File: config.mk
export PLATFORM = sky130hd
export DESIGN_NAME = sram_stream_ctrl_flat
export DESIGN_NICKNAME = d
export VERILOG_FILES = /design/src/rtl/sram_stream_pkg.sv /design/src/rtl/sram_stream_ctrl_if.sv /design/src/rtl/sram_stream_ctrl_skid_buf2.sv /design/src/rtl/sram_stream_ctrl.sv /design/src/flat_wrapper.sv
export SDC_FILE = /design/constraint.sdc
export NUM_CORES = 1
export LEC_CHECK = 0
export ABC_AREA = 1
export CAP_MARGIN = 15
export CORE_ASPECT_RATIO = 2
export CORE_MARGIN = 5
export CORE_UTILIZATION = 40
export CTS_CLUSTER_SIZE = 20
export DETAILED_ROUTE_END_ITERATION = 16
export PLACE_DENSITY = 0.71
export RECOVER_POWER = 100
export SLEW_MARGIN = 10
export SYNTH_ARGS = -nofsm -noshare
export SYNTH_HDL_FRONTEND = slang
export SYNTH_SLANG_ARGS = --single-unit
File: constraint.sdc
create_clock -name clk -period 2.9 [get_ports clk]
set_input_delay 0.58 -clock clk [delete_from_list [all_inputs] [get_ports clk]]
set_output_delay 0.58 -clock clk [all_outputs]
set_load 0.01 [all_outputs]
File: src/rtl/sram_stream_pkg.sv
// rtl/sram_stream_pkg.sv - shared widths, FSM states and idle macro drive values
package sram_stream_pkg;

    localparam int ADDR_W = 9;
    localparam int DATA_W = 8;
    localparam int LEN_W  = 10;

    typedef enum logic [1:0] {
        IDLE,
        READ,
        DRAIN
    } state_e;

    localparam logic              SRAM_CEN_IDLE  = 1'b1;
    localparam logic              SRAM_GWEN_IDLE = 1'b1;
    localparam logic [DATA_W-1:0] SRAM_WEN_IDLE  = '1;

endpackage

File: src/rtl/sram_stream_ctrl_if.sv
// rtl/sram_stream_ctrl_if.sv - pad-side byte streams plus SRAM macro pins
interface sram_stream_ctrl_if;
    import sram_stream_pkg::*;

    logic              wr_valid;
    logic              wr_ready;
    logic [DATA_W-1:0] wr_data;
    logic              wr_clr;
    logic [ADDR_W-1:0] wr_ptr;
    logic              rd_start;
    logic [ADDR_W-1:0] rd_base;
    logic [LEN_W-1:0]  rd_len;
    logic              rd_valid;
    logic              rd_ready;
    logic [DATA_W-1:0] rd_data;
    logic              busy;
    logic              sram_cen;
    logic              sram_gwen;
    logic [DATA_W-1:0] sram_wen;
    logic [ADDR_W-1:0] sram_a;
    logic [DATA_W-1:0] sram_d;
    logic [DATA_W-1:0] sram_q;

    modport master (
        output wr_valid, wr_data, wr_clr, rd_start, rd_base, rd_len, rd_ready, sram_q,
        input  wr_ready, wr_ptr, rd_valid, rd_data, busy,
               sram_cen, sram_gwen, sram_wen, sram_a, sram_d
    );

    modport slave (
        input  wr_valid, wr_data, wr_clr, rd_start, rd_base, rd_len, rd_ready, sram_q,
        output wr_ready, wr_ptr, rd_valid, rd_data, busy,
               sram_cen, sram_gwen, sram_wen, sram_a, sram_d
    );

endinterface

File: src/rtl/sram_stream_ctrl_skid_buf2.sv
// rtl/sram_stream_ctrl_skid_buf2.sv - 2-entry valid/ready FIFO with registered head
module skid_buf2 #(
    parameter int W = 8
) (
    input  logic         clk,
    input  logic         rst_n,
    input  logic         push_i,
    input  logic [W-1:0] push_data_i,
    input  logic         pop_i,
    output logic         valid_o,
    output logic [W-1:0] data_o,
    output logic [1:0]   count_o
);

    logic [W-1:0] mem_q [2];
    logic         wptr_q;
    logic         rptr_q;
    logic [1:0]   count_q;
    logic         do_push;
    logic         do_pop;

    assign do_pop  = pop_i && (count_q != 2'd0);
    assign do_push = push_i && ((count_q != 2'd2) || do_pop);

    always_ff @(posedge clk) begin
        if (!rst_n) begin
            mem_q[0] <= '0;
            mem_q[1] <= '0;
            wptr_q   <= 1'b0;
            rptr_q   <= 1'b0;
            count_q  <= 2'd0;
        end else begin
            if (do_push) begin
                mem_q[wptr_q] <= push_data_i;
                wptr_q        <= ~wptr_q;
            end
            if (do_pop) begin
                rptr_q <= ~rptr_q;
            end
            count_q <= count_q + {1'b0, do_push} - {1'b0, do_pop};
        end
    end

    assign valid_o = (count_q != 2'd0);
    assign data_o  = mem_q[rptr_q];
    assign count_o = count_q;

endmodule

File: src/rtl/sram_stream_ctrl.sv
// rtl/sram_stream_ctrl.sv - byte-stream front end for the 512x8 single-port SRAM macro
module sram_stream_ctrl
    import sram_stream_pkg::*;
(
    input  logic               clk,
    input  logic               rst_n,
    sram_stream_ctrl_if.slave  bus
);

    state_e            state_q, state_d;
    logic [ADDR_W-1:0] wr_ptr_q, wr_ptr_d;
    logic [ADDR_W-1:0] rd_addr_q, rd_addr_d;
    logic [LEN_W-1:0]  left_q, left_d;
    logic              inflight_q;

    logic              wr_ready;
    logic              wr_acc;
    logic              start_acc;
    logic              pop;
    logic              issue;
    logic [2:0]        outstanding;
    logic [1:0]        buf_count;
    logic              buf_valid;
    logic [DATA_W-1:0] buf_data;

    logic              sram_cen, sram_gwen;
    logic [DATA_W-1:0] sram_wen, sram_d;
    logic [ADDR_W-1:0] sram_a;

    assign wr_ready  = rst_n && (state_q == IDLE) && !bus.rd_start;
    assign wr_acc    = bus.wr_valid && wr_ready;
    assign start_acc = rst_n && (state_q == IDLE) && bus.rd_start && (bus.rd_len != '0);
    assign pop       = buf_valid && bus.rd_ready;

    // A same-cycle pop frees a slot, which keeps the issue rate at one per cycle.
    assign outstanding = {1'b0, buf_count} + {2'b00, inflight_q} - {2'b00, pop};
    assign issue       = rst_n && (state_q == READ) && (left_q != '0) && (outstanding < 3'd2);

    always_comb begin
        state_d   = state_q;
        rd_addr_d = rd_addr_q;
        left_d    = left_q;
        wr_ptr_d  = wr_ptr_q;

        if (bus.wr_clr) begin
            wr_ptr_d = '0;
        end else if (wr_acc) begin
            wr_ptr_d = wr_ptr_q + ADDR_W'(1);
        end

        case (state_q)
            IDLE: begin
                if (start_acc) begin
                    state_d   = READ;
                    rd_addr_d = bus.rd_base;
                    left_d    = bus.rd_len;
                end
            end
            READ: begin
                if (issue) begin
                    rd_addr_d = rd_addr_q + ADDR_W'(1);
                    left_d    = left_q - LEN_W'(1);
                    if (left_q == LEN_W'(1)) begin
                        state_d = DRAIN;
                    end
                end
            end
            DRAIN: begin
                if (!inflight_q && ((buf_count == 2'd0) || ((buf_count == 2'd1) && pop))) begin
                    state_d = IDLE;
                end
            end
            default: state_d = IDLE;
        endcase
    end

    always_comb begin
        sram_cen  = SRAM_CEN_IDLE;
        sram_gwen = SRAM_GWEN_IDLE;
        sram_wen  = SRAM_WEN_IDLE;
        sram_a    = '0;
        sram_d    = '0;
        if (wr_acc) begin
            sram_cen  = 1'b0;
            sram_gwen = 1'b0;
            sram_wen  = '0;
            sram_a    = wr_ptr_q;
            sram_d    = bus.wr_data;
        end else if (issue) begin
            sram_cen  = 1'b0;
            sram_a    = rd_addr_q;
        end
    end

    always_ff @(posedge clk) begin
        if (!rst_n) begin
            state_q    <= IDLE;
            wr_ptr_q   <= '0;
            rd_addr_q  <= '0;
            left_q     <= '0;
            inflight_q <= 1'b0;
        end else begin
            state_q    <= state_d;
            wr_ptr_q   <= wr_ptr_d;
            rd_addr_q  <= rd_addr_d;
            left_q     <= left_d;
            inflight_q <= issue;
        end
    end

    skid_buf2 #(.W(DATA_W)) u_skid (
        .clk         (clk),
        .rst_n       (rst_n),
        .push_i      (inflight_q),
        .push_data_i (bus.sram_q),
        .pop_i       (pop),
        .valid_o     (buf_valid),
        .data_o      (buf_data),
        .count_o     (buf_count)
    );

    assign bus.wr_ready  = wr_ready;
    assign bus.wr_ptr    = wr_ptr_q;
    assign bus.rd_valid  = buf_valid;
    assign bus.rd_data   = buf_data;
    assign bus.busy      = (state_q != IDLE);
    assign bus.sram_cen  = sram_cen;
    assign bus.sram_gwen = sram_gwen;
    assign bus.sram_wen  = sram_wen;
    assign bus.sram_a    = sram_a;
    assign bus.sram_d    = sram_d;

endmodule
File: src/flat_wrapper.sv
// flat-port wrapper written by rule: the top's interface ports become plain ports
module sram_stream_ctrl_flat import sram_stream_pkg::*;
  (clk, rst_n, bus_wr_valid, bus_wr_data, bus_wr_clr, bus_rd_start, bus_rd_base, bus_rd_len, bus_rd_ready, bus_sram_q, bus_wr_ready, bus_wr_ptr, bus_rd_valid, bus_rd_data, bus_busy, bus_sram_cen, bus_sram_gwen, bus_sram_wen, bus_sram_a, bus_sram_d);
  sram_stream_ctrl_if bus_i ();
  input  logic clk;
  input  logic rst_n;
  input wire logic [$bits(bus_i.wr_valid)-1:0] bus_wr_valid;
  input wire logic [$bits(bus_i.wr_data)-1:0] bus_wr_data;
  input wire logic [$bits(bus_i.wr_clr)-1:0] bus_wr_clr;
  input wire logic [$bits(bus_i.rd_start)-1:0] bus_rd_start;
  input wire logic [$bits(bus_i.rd_base)-1:0] bus_rd_base;
  input wire logic [$bits(bus_i.rd_len)-1:0] bus_rd_len;
  input wire logic [$bits(bus_i.rd_ready)-1:0] bus_rd_ready;
  input wire logic [$bits(bus_i.sram_q)-1:0] bus_sram_q;
  output wire logic [$bits(bus_i.wr_ready)-1:0] bus_wr_ready;
  output wire logic [$bits(bus_i.wr_ptr)-1:0] bus_wr_ptr;
  output wire logic [$bits(bus_i.rd_valid)-1:0] bus_rd_valid;
  output wire logic [$bits(bus_i.rd_data)-1:0] bus_rd_data;
  output wire logic [$bits(bus_i.busy)-1:0] bus_busy;
  output wire logic [$bits(bus_i.sram_cen)-1:0] bus_sram_cen;
  output wire logic [$bits(bus_i.sram_gwen)-1:0] bus_sram_gwen;
  output wire logic [$bits(bus_i.sram_wen)-1:0] bus_sram_wen;
  output wire logic [$bits(bus_i.sram_a)-1:0] bus_sram_a;
  output wire logic [$bits(bus_i.sram_d)-1:0] bus_sram_d;
  assign bus_i.wr_valid = bus_wr_valid;
  assign bus_i.wr_data = bus_wr_data;
  assign bus_i.wr_clr = bus_wr_clr;
  assign bus_i.rd_start = bus_rd_start;
  assign bus_i.rd_base = bus_rd_base;
  assign bus_i.rd_len = bus_rd_len;
  assign bus_i.rd_ready = bus_rd_ready;
  assign bus_i.sram_q = bus_sram_q;
  assign bus_wr_ready = bus_i.wr_ready;
  assign bus_wr_ptr = bus_i.wr_ptr;
  assign bus_rd_valid = bus_i.rd_valid;
  assign bus_rd_data = bus_i.rd_data;
  assign bus_busy = bus_i.busy;
  assign bus_sram_cen = bus_i.sram_cen;
  assign bus_sram_gwen = bus_i.sram_gwen;
  assign bus_sram_wen = bus_i.sram_wen;
  assign bus_sram_a = bus_i.sram_a;
  assign bus_sram_d = bus_i.sram_d;
  sram_stream_ctrl u_core (.clk(clk), .rst_n(rst_n), .bus(bus_i));
endmodule
; After elaboration in Yosys (flattened, before gate mapping)
; Memory sizes are Yosys's and may differ from the RTL's. A register that Yosys moved wholly into a read port is not among the register bits.
; Cells that the tools add are included.
[word_totals]
register_bits = 35
n_memories = 1
latchBits = 0
mem_bits_rw = 16
in_bits = 41
out_inout_bits = 47
wordCells = 84
rom_bits = 0
[memory_table]
columns = name, words, word_bits, rd, rd_ports_with_merged_regs, write_ports, line_no
row1 = u_core.u_skid.mem_q, 2, 8, 1, 1, 2, sram_stream_ctrl_skid_buf2.sv:15  ; logic [W-1:0] mem_q [2];
[classes]
n_eq_ne = 9
n_lt_le_gt_ge = 1
n_mux = 27
reduce_logical = 28
add_sub_neg = 7
bitwise = 3
multipliers = 0
n_div = 0
n_shift = 0
[op_table]
columns = op, n
row1 = two-way mux 9 bit, 4
row2 = two-way mux 8 bit, 3
row3 = two-way mux 10 bit, 2
row4 = case mux 10 bit (2 select lines), 1
row5 = nonzero test 10 bit, 2
row6 = "adder 9 x 1 -> 9 bit, second input constant", 2
row7 = case mux 9 bit (2 select lines), 1
row8 = logical AND 1 bit, 13
row9 = two-way mux 1 bit, 11
row10 = "== test 10 x 1 -> 1 bit, second input constant", 1
row11 = "subtractor 10 x 1 -> 10 bit, second input constant", 1
row12 = two-way mux 2 bit, 4
row13 = OR reduction 8 bit, 1
row14 = "!= test 2 x 1 -> 1 bit, second input constant", 3
row15 = case mux 2 bit (3 select lines), 1
row16 = nonzero test 2 bit, 3
row17 = "== test 2 x 1 -> 1 bit, second input constant", 2
row18 = zero test 2 bit, 2
row19 = "!= test 2 bit, second input constant", 2
row20 = AND reduction 4 bit, 1
row21 = adder 2 x 1 -> 3 bit, 1
row22 = "less-than comparator 3 x 2 -> 1 bit, second input constant", 1
row23 = NOT 1 bit, 3
row24 = AND reduction 3 bit, 1
row25 = 7 further kinds, 9

; Depth between registers and ports, before layout
; Gate-level depths: netlist of the first run.
[depth]
word_depth = 10
mapped_depth = 18
mapped_depth_nobuf = 17

; By module
; From an unflattened synthesis of the first run, not the netlist that was laid out.
[hier_totals]
hier_cells = 477
hier_area_um2 = 3244.4
[by_module_without_submodules]
columns = mod, area_each_um2, cells_each, instances
row1 = sram_stream_ctrl, 2264.7, 388, 1
row2 = skid_buf2, 979.7, 89, 1

; Worst setup path after synthesis of the first run
; OpenSTA, ideal clock, no wires.
[synth_path]
kind = in2out
start = input port bus_rd_ready
end = output port bus_sram_a[0]
path_buffers = 0
cell_stages = 13
slack_ps = -198
arrival_time_ps = 2518
cell_sequence = nand2_1 -> inv_1 -> ha_1 -> or2_2 -> fa_1 -> nand2_1 -> inv_1 -> nand2_1 -> nor2_2 -> o21ai_4 -> inv_1 -> nor2_1 -> nor2_1
[synth_between]
elab_chain_len = 6
[synth_rtl]
columns = item, line_no
row1 = start: declaration, flat_wrapper.sv:13  ; input wire logic [$bits(bus_i.rd_ready)-1:0] bus_rd_ready;
row2 = logical AND 1 bit, sram_stream_ctrl.sv:33  ; assign pop = buf_valid && bus.rd_ready;
row3 = subtractor 3 x 1 -> 3 bit, sram_stream_ctrl.sv:36  ; assign outstanding = {1'b0, buf_count} + {2'b00, inflight_q} - {2'b00, pop};
row4 = less-than comparator 3 x 2 -> 1 bit, sram_stream_ctrl.sv:37  ; assign issue = rst_n && (state_q == READ) && (left_q != '0) && (outstanding < 3'd2);
row5 = logical AND 1 bit, sram_stream_ctrl.sv:37
row6 = two-way mux 9 bit, sram_stream_ctrl.sv:89  ; end else if (issue) begin
row7 = two-way mux 9 bit, sram_stream_ctrl.sv:83  ; if (wr_acc) begin
row8 = end: declaration, flat_wrapper.sv:23  ; output wire logic [$bits(bus_i.sram_a)-1:0] bus_sram_a;
; No other way between the ends.

; Worst setup path after layout of the first run
[layout_path]
start = register u_core.u_skid.count_q[0] (netlist: u_core.u_skid.count_o[0])
end = output port bus_sram_a[2]
[layout_between]
elab_chain_len = 7
elab_cells_between_ends = 8
[layout_rtl]
columns = item, line_no
row1 = start: declaration, sram_stream_ctrl_skid_buf2.sv:18  ; logic [1:0] count_q;
row2 = start signal: assignment, sram_stream_ctrl_skid_buf2.sv:40  ; count_q <= count_q + {1'b0, do_push} - {1'b0, do_pop};
row3 = "parallel branches: the longest is 2 deep, another holds adder 2 x 1 -> 3 bit", -
row4 = subtractor 3 x 1 -> 3 bit (*), sram_stream_ctrl.sv:36
row5 = less-than comparator 3 x 2 -> 1 bit (*), sram_stream_ctrl.sv:37
row6 = logical AND 1 bit (*), sram_stream_ctrl.sv:37
row7 = two-way mux 9 bit (*), sram_stream_ctrl.sv:89
row8 = two-way mux 9 bit (*), sram_stream_ctrl.sv:83
; Mark *: on every way between the ends.

==> out/results.txt, run 1 <==
Starting Density -> 0.4115
worst min path class -> reg -> reg
Synth top area share -> 0.2304
EDFF count, synth -> 16
Max IR drop VDD -> 0.4028 mV
mean routed wirelength per cell -> 13.08 µm
number of global-route vias before repair -> 3096
RD Place Congestion -> 0.8609
Post-Synthesis Cells -> 447
Clock Path Buffers -> 2
Tcrit/Tclk final -> 1.115
sequential area share after synthesis -> 0.3840
count leader, synth -> nand2_1
DR DRC count -> 0
number of diodes -> 0
Worst Skew -> 0.005228 ns
flops & latches, synth -> 52
Max Freq -> 309.3 MHz
worst setup path endpoint -> bus_sram_a[2]
RR Startpoint -> u_core.u_skid.count_o[0]
area share of fa/ha/maj cells after synthesis -> 0.03440
Pwr per Cell Area -> 631.0 nW/µm²
Most used DFF post-synth -> dfxtp_1
synthesized area -> 3128 µm²
first-iteration detailed-routing DRC count -> 159
WP data arrival -> 2.65 ns
Worst Setup Slack, final -> -0.3326 ns
Detailed Route WL -> 8.608 mm
status -> complete, but fails checks
die area -> 9796 µm²
pre-CTS setup slack -> -1.140 ns
final max-slew violation count -> 0
Post-DP Area -> 4229 µm²
reg2reg end -> u_core.rd_addr_q[2]
mux share of post-synthesis cell area -> 0.03200
pin count of the biggest net entering global routing -> 24
total of max-cap violations -> 0
Die Ht -> 135.1 µm
Clock Latency Late Sink -> 0.30 ns
Setup crit start kind -> register
RSZ-0062 raised after global routing -> yes
core area -> 7601 µm²
post-placement cell count -> 635
Worst setup EP type -> primary output
Final Hold Viols -> 0
H-tree depth -> 2
cell accounting for the most synthesized area -> dfxtp_1
synth cell count leaders -> 120 x nand2_1, 69 x nor2_1, 53 x inv_1
Die X -> 72.53 µm
Slew headroom -> 0.7534
CP Max Fanout -> 7
CTS Buf Count -> 5
grt ovf -> 0
vias per std cell -> 4.845
initial antenna violation count -> 0
Nets -> 612
Synth Area in Simple Gates -> 0.3124
share of cells above drive strength 1 -> 0.2039
CTS sink count -> 52
WS Path Type -> reg -> out
Final Non-Filler Cells -> 658
Crit path required time -> 2.32 ns
DRT antenna net count -> 0
worst reg2reg path depth -> 20
Net Count, Synth -> 496
Final HPWL DP -> 6.683 mm
final instance area -> 4594 µm²
Synth Area in Compound Gates -> 0.1032
io pins -> 88
final critical-path required period -> 3.233 ns
Ys Warns -> 0
reg2reg setup slack -> -0.01 ns
largest family of logic cells by synthesized area -> simple AND/OR/NAND/NOR gates
final setup vio count -> 16
All-Layer GR Usage -> 0.1740
number of port buffers -> 87
CTS tree -> yes
asr flop ratio synth -> 0
Root Buffer -> clkbuf_16
Leakage -> 1.966 nW
first-pass iteration count of the detailed router -> 6
Worst-path clk slew -> 0.07 ns
XOR/XNOR Fraction of Synth Area -> 0.02240
largest cells by area after synthesis -> dfxtp_1 23%, edfxtp_1 15%, nand2_1 14%
measured slew at the worst slew-check pin -> 0.3694 ns
crit path from -> u_core.u_skid.count_o[0]
Site Rows -> 45
Mean Syn Cell Area -> 6.998 µm²
failing checks -> negative setup slack
Cell variety after synth -> 36
first-pass GRT wire length -> 13.63 mm
total number of vias -> 3188
Syn-to-layout area delta -> 46.88%
[metal layers]
| layer | vias up | GRT usage | wire [µm] |
|---|---|---|---|
| li1 | 1636 | - | - |
| met1 | 1464 | 0.1667 | 3044 |
| met2 | 79 | 0.3536 | 4991 |
| met3 | 9 | 0.02385 | 427 |
| met4 | 0 | 0.06263 | 144 |
| met5 | - | 0 | 0 |
[how the worst min path moves through the flow]
stage,from,slack [ns],cells after the start,end
after floorplan,u_core.u_skid.rptr_q,0.42,1,register
after global placement,u_core.u_skid.rptr_q,0.43,1,u_core.u_skid.rptr_q
after detailed placement,u_core.u_skid.rptr_q,0.44,1,register
after CTS,u_core.u_skid.rptr_q,0.46,1,register
after global routing,u_core.u_skid.rptr_q,0.49,1,register
final,u_core.u_skid.rptr_q,0.47,1,register
[kinds of logic after synthesis]
family          Yosys count
simple gates            236
buf+inv                  76
compound gates           58
flops                    52
mux                       9
xor+xnor                  8
fa+ha+maj                 8
[worst max-delay path: stages (launching register included)]
cell and delay [ns]:
dfxtp_2 0.33, inv_2 0.04, nand2_2 0.07, nand2_2 0.06
inv_2 0.07, ha_4 0.19, or2_4 0.23, fa_1 0.50
nand2_1 0.05, inv_1 0.05, nand2_1 0.05, nor2_2 0.13
o21ai_4 0.12, inv_2 0.10, buf_6 0.11, nand2_2 0.04
o21ai_2 0.05, buf_2 0.14
[where the power goes]
part / switching (mW) / internal [mW]
logic: 0.690 / 0.630
clock network: 0.283 / 0.326
registers: 0.108 / 0.862
[area by class of cell]
class	instances	area, µm²
Timing Repair inverter	1	16.27
Multi-Input combinational cell	320	1698
Clock inverter	3	25.02
Inverter	55	219.0
Fill cell	720	3007
Timing Repair Buffer	128	1190
Tap cell	94	117.6
Clock buffer	5	125.1
Sequential cell	52	1204
[through the flow]
stage                     setup TNS, ns  power [mW]  hold WS, ns  utilization
after floorplan                       0       1.690       0.4246            -
after global placement           -19.38       2.069       0.4339       0.5564
after detailed placement         -22.75       2.109       0.4404       0.5564
after CTS                        -3.612       2.821       0.4644       0.5890
after global routing             -6.027       3.097       0.4894       0.6044
final                            -2.580       2.899       0.4748       0.6044
[placed cells by master, fill, tap and decap left out, drive strengths merged]
master and count:
nor2 72, o211ai 1, clkbuf 5, dlygate4sd2 1, clkinvlp 1, mux2i 1, clkinv 2, buf 51
edfxtp 16, fa 1, nand2 127, nand4 3, nor4 1, o21ai 31, or2 1, dfxtp 36
ha 7, a21oi 24, clkdlybuf4s15 1, nand3 23, o22ai 1, nor3 10, xor2 5, mux2 8
xnor2 3, o21bai 1, inv 56, clkdlybuf4s50 75
[flip-flops by register name (all words and copies together) (netlist names), named ones only]
name	cells
u_core.u_skid.wptr_q	1
u_core.state_q	2
u_core.rd_addr_q	9
u_core.u_skid.mem_q	16
u_core.left_q	10
u_core.bus.wr_ptr	9
u_core.inflight_q	1
u_core.u_skid.count_o	2
u_core.u_skid.rptr_q	1
[what timing repair did]
| item | in CTS | in global routing |
|---|---|---|
| gates cloned | 2 | 0 |
| gates resized for setup | 60 | 23 |
| hold buffers | 0 | 0 |
| setup buffers | 8 | 5 |
| endpoints found under the setup margin | 46 | 29 |
| pin swaps | 10 | 12 |
Note: power is estimated with default switching activity, not from simulation.
==> run 2: changes to the inputs <==
--- a/config.mk
+++ b/config.mk
@@ -9,11 +9,11 @@
 export CAP_MARGIN = 15
 export CORE_ASPECT_RATIO = 2
 export CORE_MARGIN = 5
-export CORE_UTILIZATION = 40
+export CORE_UTILIZATION = 44
 export CTS_CLUSTER_SIZE = 20
 export DETAILED_ROUTE_END_ITERATION = 16
-export PLACE_DENSITY = 0.71
-export RECOVER_POWER = 100
+export PLACE_DENSITY = 0.77
+export RECOVER_POWER = 50
 export SLEW_MARGIN = 10
 export SYNTH_ARGS = -nofsm -noshare
 export SYNTH_HDL_FRONTEND = slang
==> out/results.txt, run 2 (synthesis gave the netlist of run 1 again) <==
first-pass GRT wire length -> 13.39 mm
Setup crit start kind -> register
register area -> 1204 µm²
commonest non-fill, non-tap cell in the layout -> nand2_1
post-route core utilization -> 0.6495
CTS sink count -> 52
total internal power -> 1.774 mW
WP data arrival -> 2.55 ns
Net Switching -> 1.053 mW
Clock Path Buffers -> 2
# fillers -> 591
first-iteration detailed-routing DRC count -> 193
pre-CTS setup slack -> -1.086 ns
WS Path Type -> reg -> out
Pwr per Cell Area -> 627.0 nW/µm²
Max IR drop VDD -> 0.3576 mV
core area -> 6940 µm²
failing checks -> negative setup slack
Largest regs -> u_core.u_skid.mem_q: 16 flops, u_core.left_q: 10 flops
Hold Startpoint -> u_core.u_skid.rptr_q
footprint of the multi-input gates -> 1684 µm²
Tcrit/Tclk final -> 1.081
Pwr Total -> 2.827 mW
All-Layer GR Usage -> 0.1819
number of global-route vias before repair -> 3171
commonest cells after routing, fill and taps aside -> 116 x nand2_1, 75 x clkdlybuf4s50_1, 66 x nor2_1, 49 x inv_1, 34 x dfxtp_1
RD Place Congestion -> 0.8560
Largest register FFs -> 16
DRT antenna net count -> 0
Largest Register -> u_core.u_skid.mem_q
Site Rows -> 43
sequential power share -> 0.342
Crit path required time -> 2.32 ns
first-pass iteration count of the detailed router -> 5
Root Buffer -> clkbuf_16
vias per std cell -> 4.944
RSZ-0062 raised after global routing -> yes
Leakage -> 1.937 nW
Fin Setup TNS -> -2.058 ns
Max Freq -> 319.1 MHz
RR Startpoint -> u_core.u_skid.count_o[1]
CTS Buf Count -> 5
Die Ht -> 129.2 µm
Slew headroom -> 0.6460
io pins -> 88
Worst Skew -> 0.005217 ns
Die X -> 69.62 µm
CP Max Fanout -> 6
Net Sw Frac -> 0.3724
Clock Latency Late Sink -> 0.29 ns
die area -> 8998 µm²
status -> complete, but fails checks
CTS tree -> yes
cts hold-fix bufs -> 0
H-tree depth -> 2
mean routed wirelength per cell -> 12.88 µm
final critical-path required period -> 3.134 ns
crit path from -> u_core.u_skid.count_o[1]
final max-slew violation count -> 0
Comb pwr share -> 0.442
final setup vio count -> 10
Worst Setup Slack, final -> -0.2337 ns
total number of vias -> 3199
total of max-cap violations -> 0
Clock power frac -> 0.216
Final Hold Viols -> 0
DR DRC count -> 0
Final HPWL DP -> 6.438 mm
Detailed Route WL -> 8.332 mm
Syn-to-layout area delta -> 44.12%
Worst setup EP type -> primary output
share of cells above drive strength 1 -> 0.1831
grt ovf -> 0
number of diodes -> 0
initial antenna violation count -> 0
number of port buffers -> 87
Nets -> 605
worst min path class -> reg -> reg
pin count of the biggest net entering global routing -> 25
Worst-path clk slew -> 0.07 ns
Starting Density -> 0.4507
measured slew at the worst slew-check pin -> 0.5304 ns
-- run 2: worst max-delay path, stage by stage (launching register included) --
cell	delay, ns
dfxtp_2	0.33
inv_2	0.07
nand2_4	0.06
nand2_4	0.08
inv_4	0.04
ha_4	0.19
or2_4	0.22
fa_1	0.50
nand2_1	0.06
inv_1	0.05
nand2_1	0.05
nor2_2	0.12
o21ai_4	0.10
buf_12	0.15
o21ai_1	0.11
buf_2	0.14
-- run 2: area by class of cell --
cell class / instances / area share
Multi-Input combinational cell: 320 / 0.3736
Clock buffer: 5 / 0.02775
Inverter: 55 / 0.04968
Tap cell: 90 / 0.02498
Sequential cell: 52 / 0.2670
Clock inverter: 3 / 0.006106
Timing Repair Buffer: 122 / 0.2509
-- run 2: power groups by stage --
stage | clock (mW) | combinational (mW) | sequential [mW]
6_report | 0.611 | 1.25 | 0.966
5_1_grt | 0.648 | 1.39 | 0.983
4_1_cts | 0.614 | 1.18 | 0.965
3_5_place_dp | 0 | 1.14 | 0.977
3_3_place_gp | 0 | 1.10 | 0.972
2_1_floorplan | 0 | 0.745 | 0.945
-- run 2: final timing paths --
path | slack [ns] | cells past startpoint | to
hold / removal | 0.47 | 1 | u_core.u_skid.rptr_q
hold reg to reg | 0.47 | 1 | u_core.u_skid.rptr_q
setup / recovery | -0.23 | 15 | bus_sram_a[4]
setup reg to reg | 0.14 | 19 | u_core.rd_addr_q[4]
-- run 2: metal layers --
layer | vias up | GRT usage | routed length [µm]
met1 | 1439 | 0.1634 | 2882
met4 | 0 | 0.09481 | 282
li1 | 1629 | - | -
met2 | 107 | 0.3711 | 4744
met5 | - | 0 | 0
met3 | 24 | 0.03571 | 422
-- run 2: metrics by stage --
stage | std cells | instance area (µm²) | hold slack [ns]
after floorplan | 447 | 3156 | 0.4246
after global placement | 630 | 4242 | 0.4384
after detailed placement | 630 | 4242 | 0.4444
after CTS | 641 | 4413 | 0.4613
after global routing | 647 | 4508 | 0.4835
final | 647 | 4508 | 0.4710
-- run 2: what timing repair did --
action	4_1_cts	5_1_grt
setup buffers	3	5
resized for setup	59	11
endpoints found under the setup margin	46	33
gates cloned	0	1
pin swaps	9	6
==> run 3: changes to the inputs <==
--- a/config.mk
+++ b/config.mk
@@ -12,8 +12,10 @@
 export CORE_UTILIZATION = 44
 export CTS_CLUSTER_SIZE = 20
 export DETAILED_ROUTE_END_ITERATION = 16
+export GPL_ROUTABILITY_DRIVEN = 0
 export PLACE_DENSITY = 0.77
 export RECOVER_POWER = 50
+export SKIP_CTS_REPAIR_TIMING = 1
 export SLEW_MARGIN = 10
 export SYNTH_ARGS = -nofsm -noshare
 export SYNTH_HDL_FRONTEND = slang
==> out/results.txt, run 3 (synthesis gave the netlist of run 1 again) <==
Starting Density -> 0.4507
die area -> 8998 µm²
Worst-path clk slew -> 0.07 ns
commonest non-fill, non-tap cell in the layout -> nand2_1
vias per std cell -> 4.952
final max-slew violation count -> 0
pre-CTS setup slack -> -1.086 ns
Global Route met2 Usage -> 0.3677
met3 Track Usage GR -> 0.03183
total number of vias -> 3199
most frequent cell on the critical path -> nand2_2
first-pass iteration count of the detailed router -> 4
number of diodes -> 0
CTS tree -> yes
Crit path required time -> 2.32 ns
Leakage -> 1.943 nW
worst min path class -> reg -> reg
Worst Skew -> 0.004977 ns
Worst path depth -> 17
pin count of the biggest net entering global routing -> 25
Hold Startpoint -> u_core.u_skid.rptr_q
mean routed wirelength per cell -> 13.07 µm
io pins -> 88
DRT antenna net count -> 0
Max stage delay on crit path -> 0.55 ns
initial antenna violation count -> 0
post-placement cell count -> 630
Die X -> 69.62 µm
DR DRC count -> 0
first-iteration detailed-routing DRC count -> 189
Pwr Total -> 2.862 mW
Largest Register -> u_core.u_skid.mem_q
Root Buffer -> clkbuf_16
worst reg2reg path depth -> 19
Slew headroom -> 0.6171
Worst Setup Slack, final -> -0.3865 ns
Worst setup EP type -> primary output
Most Crowded Layer GR -> met2
number of port buffers -> 87
Final Non-Filler Cells -> 646
delay-heaviest family, CP -> adder cells
Final Hold Viols -> 0
RR Startpoint -> u_core.u_skid.count_o[1]
Final HPWL DP -> 6.438 mm
Pwr per Cell Area -> 628.9 nW/µm²
status -> complete, but fails checks
measured slew at the worst slew-check pin -> 0.5738 ns
Nets -> 604
GR Util met1 -> 0.1688
share of cells above drive strength 1 -> 0.1906
H-tree depth -> 2
Die Ht -> 129.2 µm
final setup vio count -> 27
total of max-cap violations -> 0
WS Path Type -> reg -> out
Syn-to-layout area delta -> 45.48%
commonest cells after routing, fill and taps aside -> 112 x nand2_1, 76 x clkdlybuf4s50_1, 65 x nor2_1, 49 x inv_1, 34 x dfxtp_1
grt ovf -> 0
Hold Path Cell Cnt -> 1
Largest regs -> u_core.u_skid.mem_q: 16 flops, u_core.left_q: 10 flops
failing checks -> negative setup slack
crit path from -> u_core.u_skid.count_o[1]
core area -> 6940 µm²
Max IR drop VDD -> 0.3430 mV
Largest register FFs -> 16
RSZ-0062 raised after global routing -> yes
CTS Buf Count -> 5
All-Layer GR Usage -> 0.1794
Detailed Route WL -> 8.440 mm
Buf+Inv Stages, Crit Path -> 6
CP Max Fanout -> 4
Max Freq -> 304.3 MHz
Site Rows -> 43
number of global-route vias before repair -> 3054
worst path cell trace -> inv_2 > nand2_2 > nand2_2 > inv_2 > ha_4 > or2_4 > fa_1 > nand2_1 > inv_1 > nand2_1 > nor2_2 > o21ai_4 > inv_4 > buf_6 > nand2_2 > o21ai_2 > buf_2
Clock Latency Late Sink -> 0.29 ns
Slowest-stage cell, CP -> fa_1
Setup crit start kind -> register
first-pass GRT wire length -> 13.21 mm
Fin Setup TNS -> -5.071 ns
final critical-path required period -> 3.287 ns
Clock Path Buffers -> 2
CTS sink count -> 52
WP data arrival -> 2.71 ns
Tcrit/Tclk final -> 1.133
## run 3: cell types whose count changed in the layout (fill, tap and decap cells not counted), sizes merged
cell / previous run / this run
buf: 46 / 42
dlymetal6s2s: 0 / 1
clkbuf: 5 / 6
clkdlybuf4s50: 75 / 76
clkinv: 2 / 3
dlygate4sd2: 1 / 0
## run 3: cell type report
class	instances	area, µm²
Inverter	55	221.5
Clock buffer	5	125.1
Clock inverter	3	27.53
Tap cell	90	112.6
Sequential cell	52	1204
Timing Repair Buffer	120	1145
Fill cell	573	2390
Timing Repair inverter	1	16.27
Multi-Input combinational cell	320	1699
## run 3: final timing paths
check	slack [ns]	end
worst min register to register	0.48	u_core.u_skid.rptr_q
worst max-delay path	-0.39	bus_sram_a[2]
worst max register to register	0.01	u_core.rd_addr_q[4]
worst min-delay path	0.48	u_core.u_skid.rptr_q
## run 3: stage by stage
step                      utilization  cell area, µm²  hold slack (ns)
after floorplan                     -            3156           0.4246
after global placement         0.6111            4242           0.4384
after detailed placement       0.6111            4242           0.4444
after CTS                      0.6331            4394           0.4613
after global routing           0.6557            4551           0.5053
final                          0.6557            4551           0.4837
## run 3: report_power, final
part           leakage [nW]  total, mW  switching (mW)  internal [mW]
clock                0.0719      0.610           0.282          0.328
sequential            0.460      0.969           0.107          0.862
combinational          1.41       1.28           0.689          0.594
total                  1.94       2.86            1.08           1.78
## run 3: per-layer routing
metal,wire (µm),vias up
met5,0,-
met4,325,0
met3,384,26
met2,4762,97
met1,2968,1442
li1,-,1634
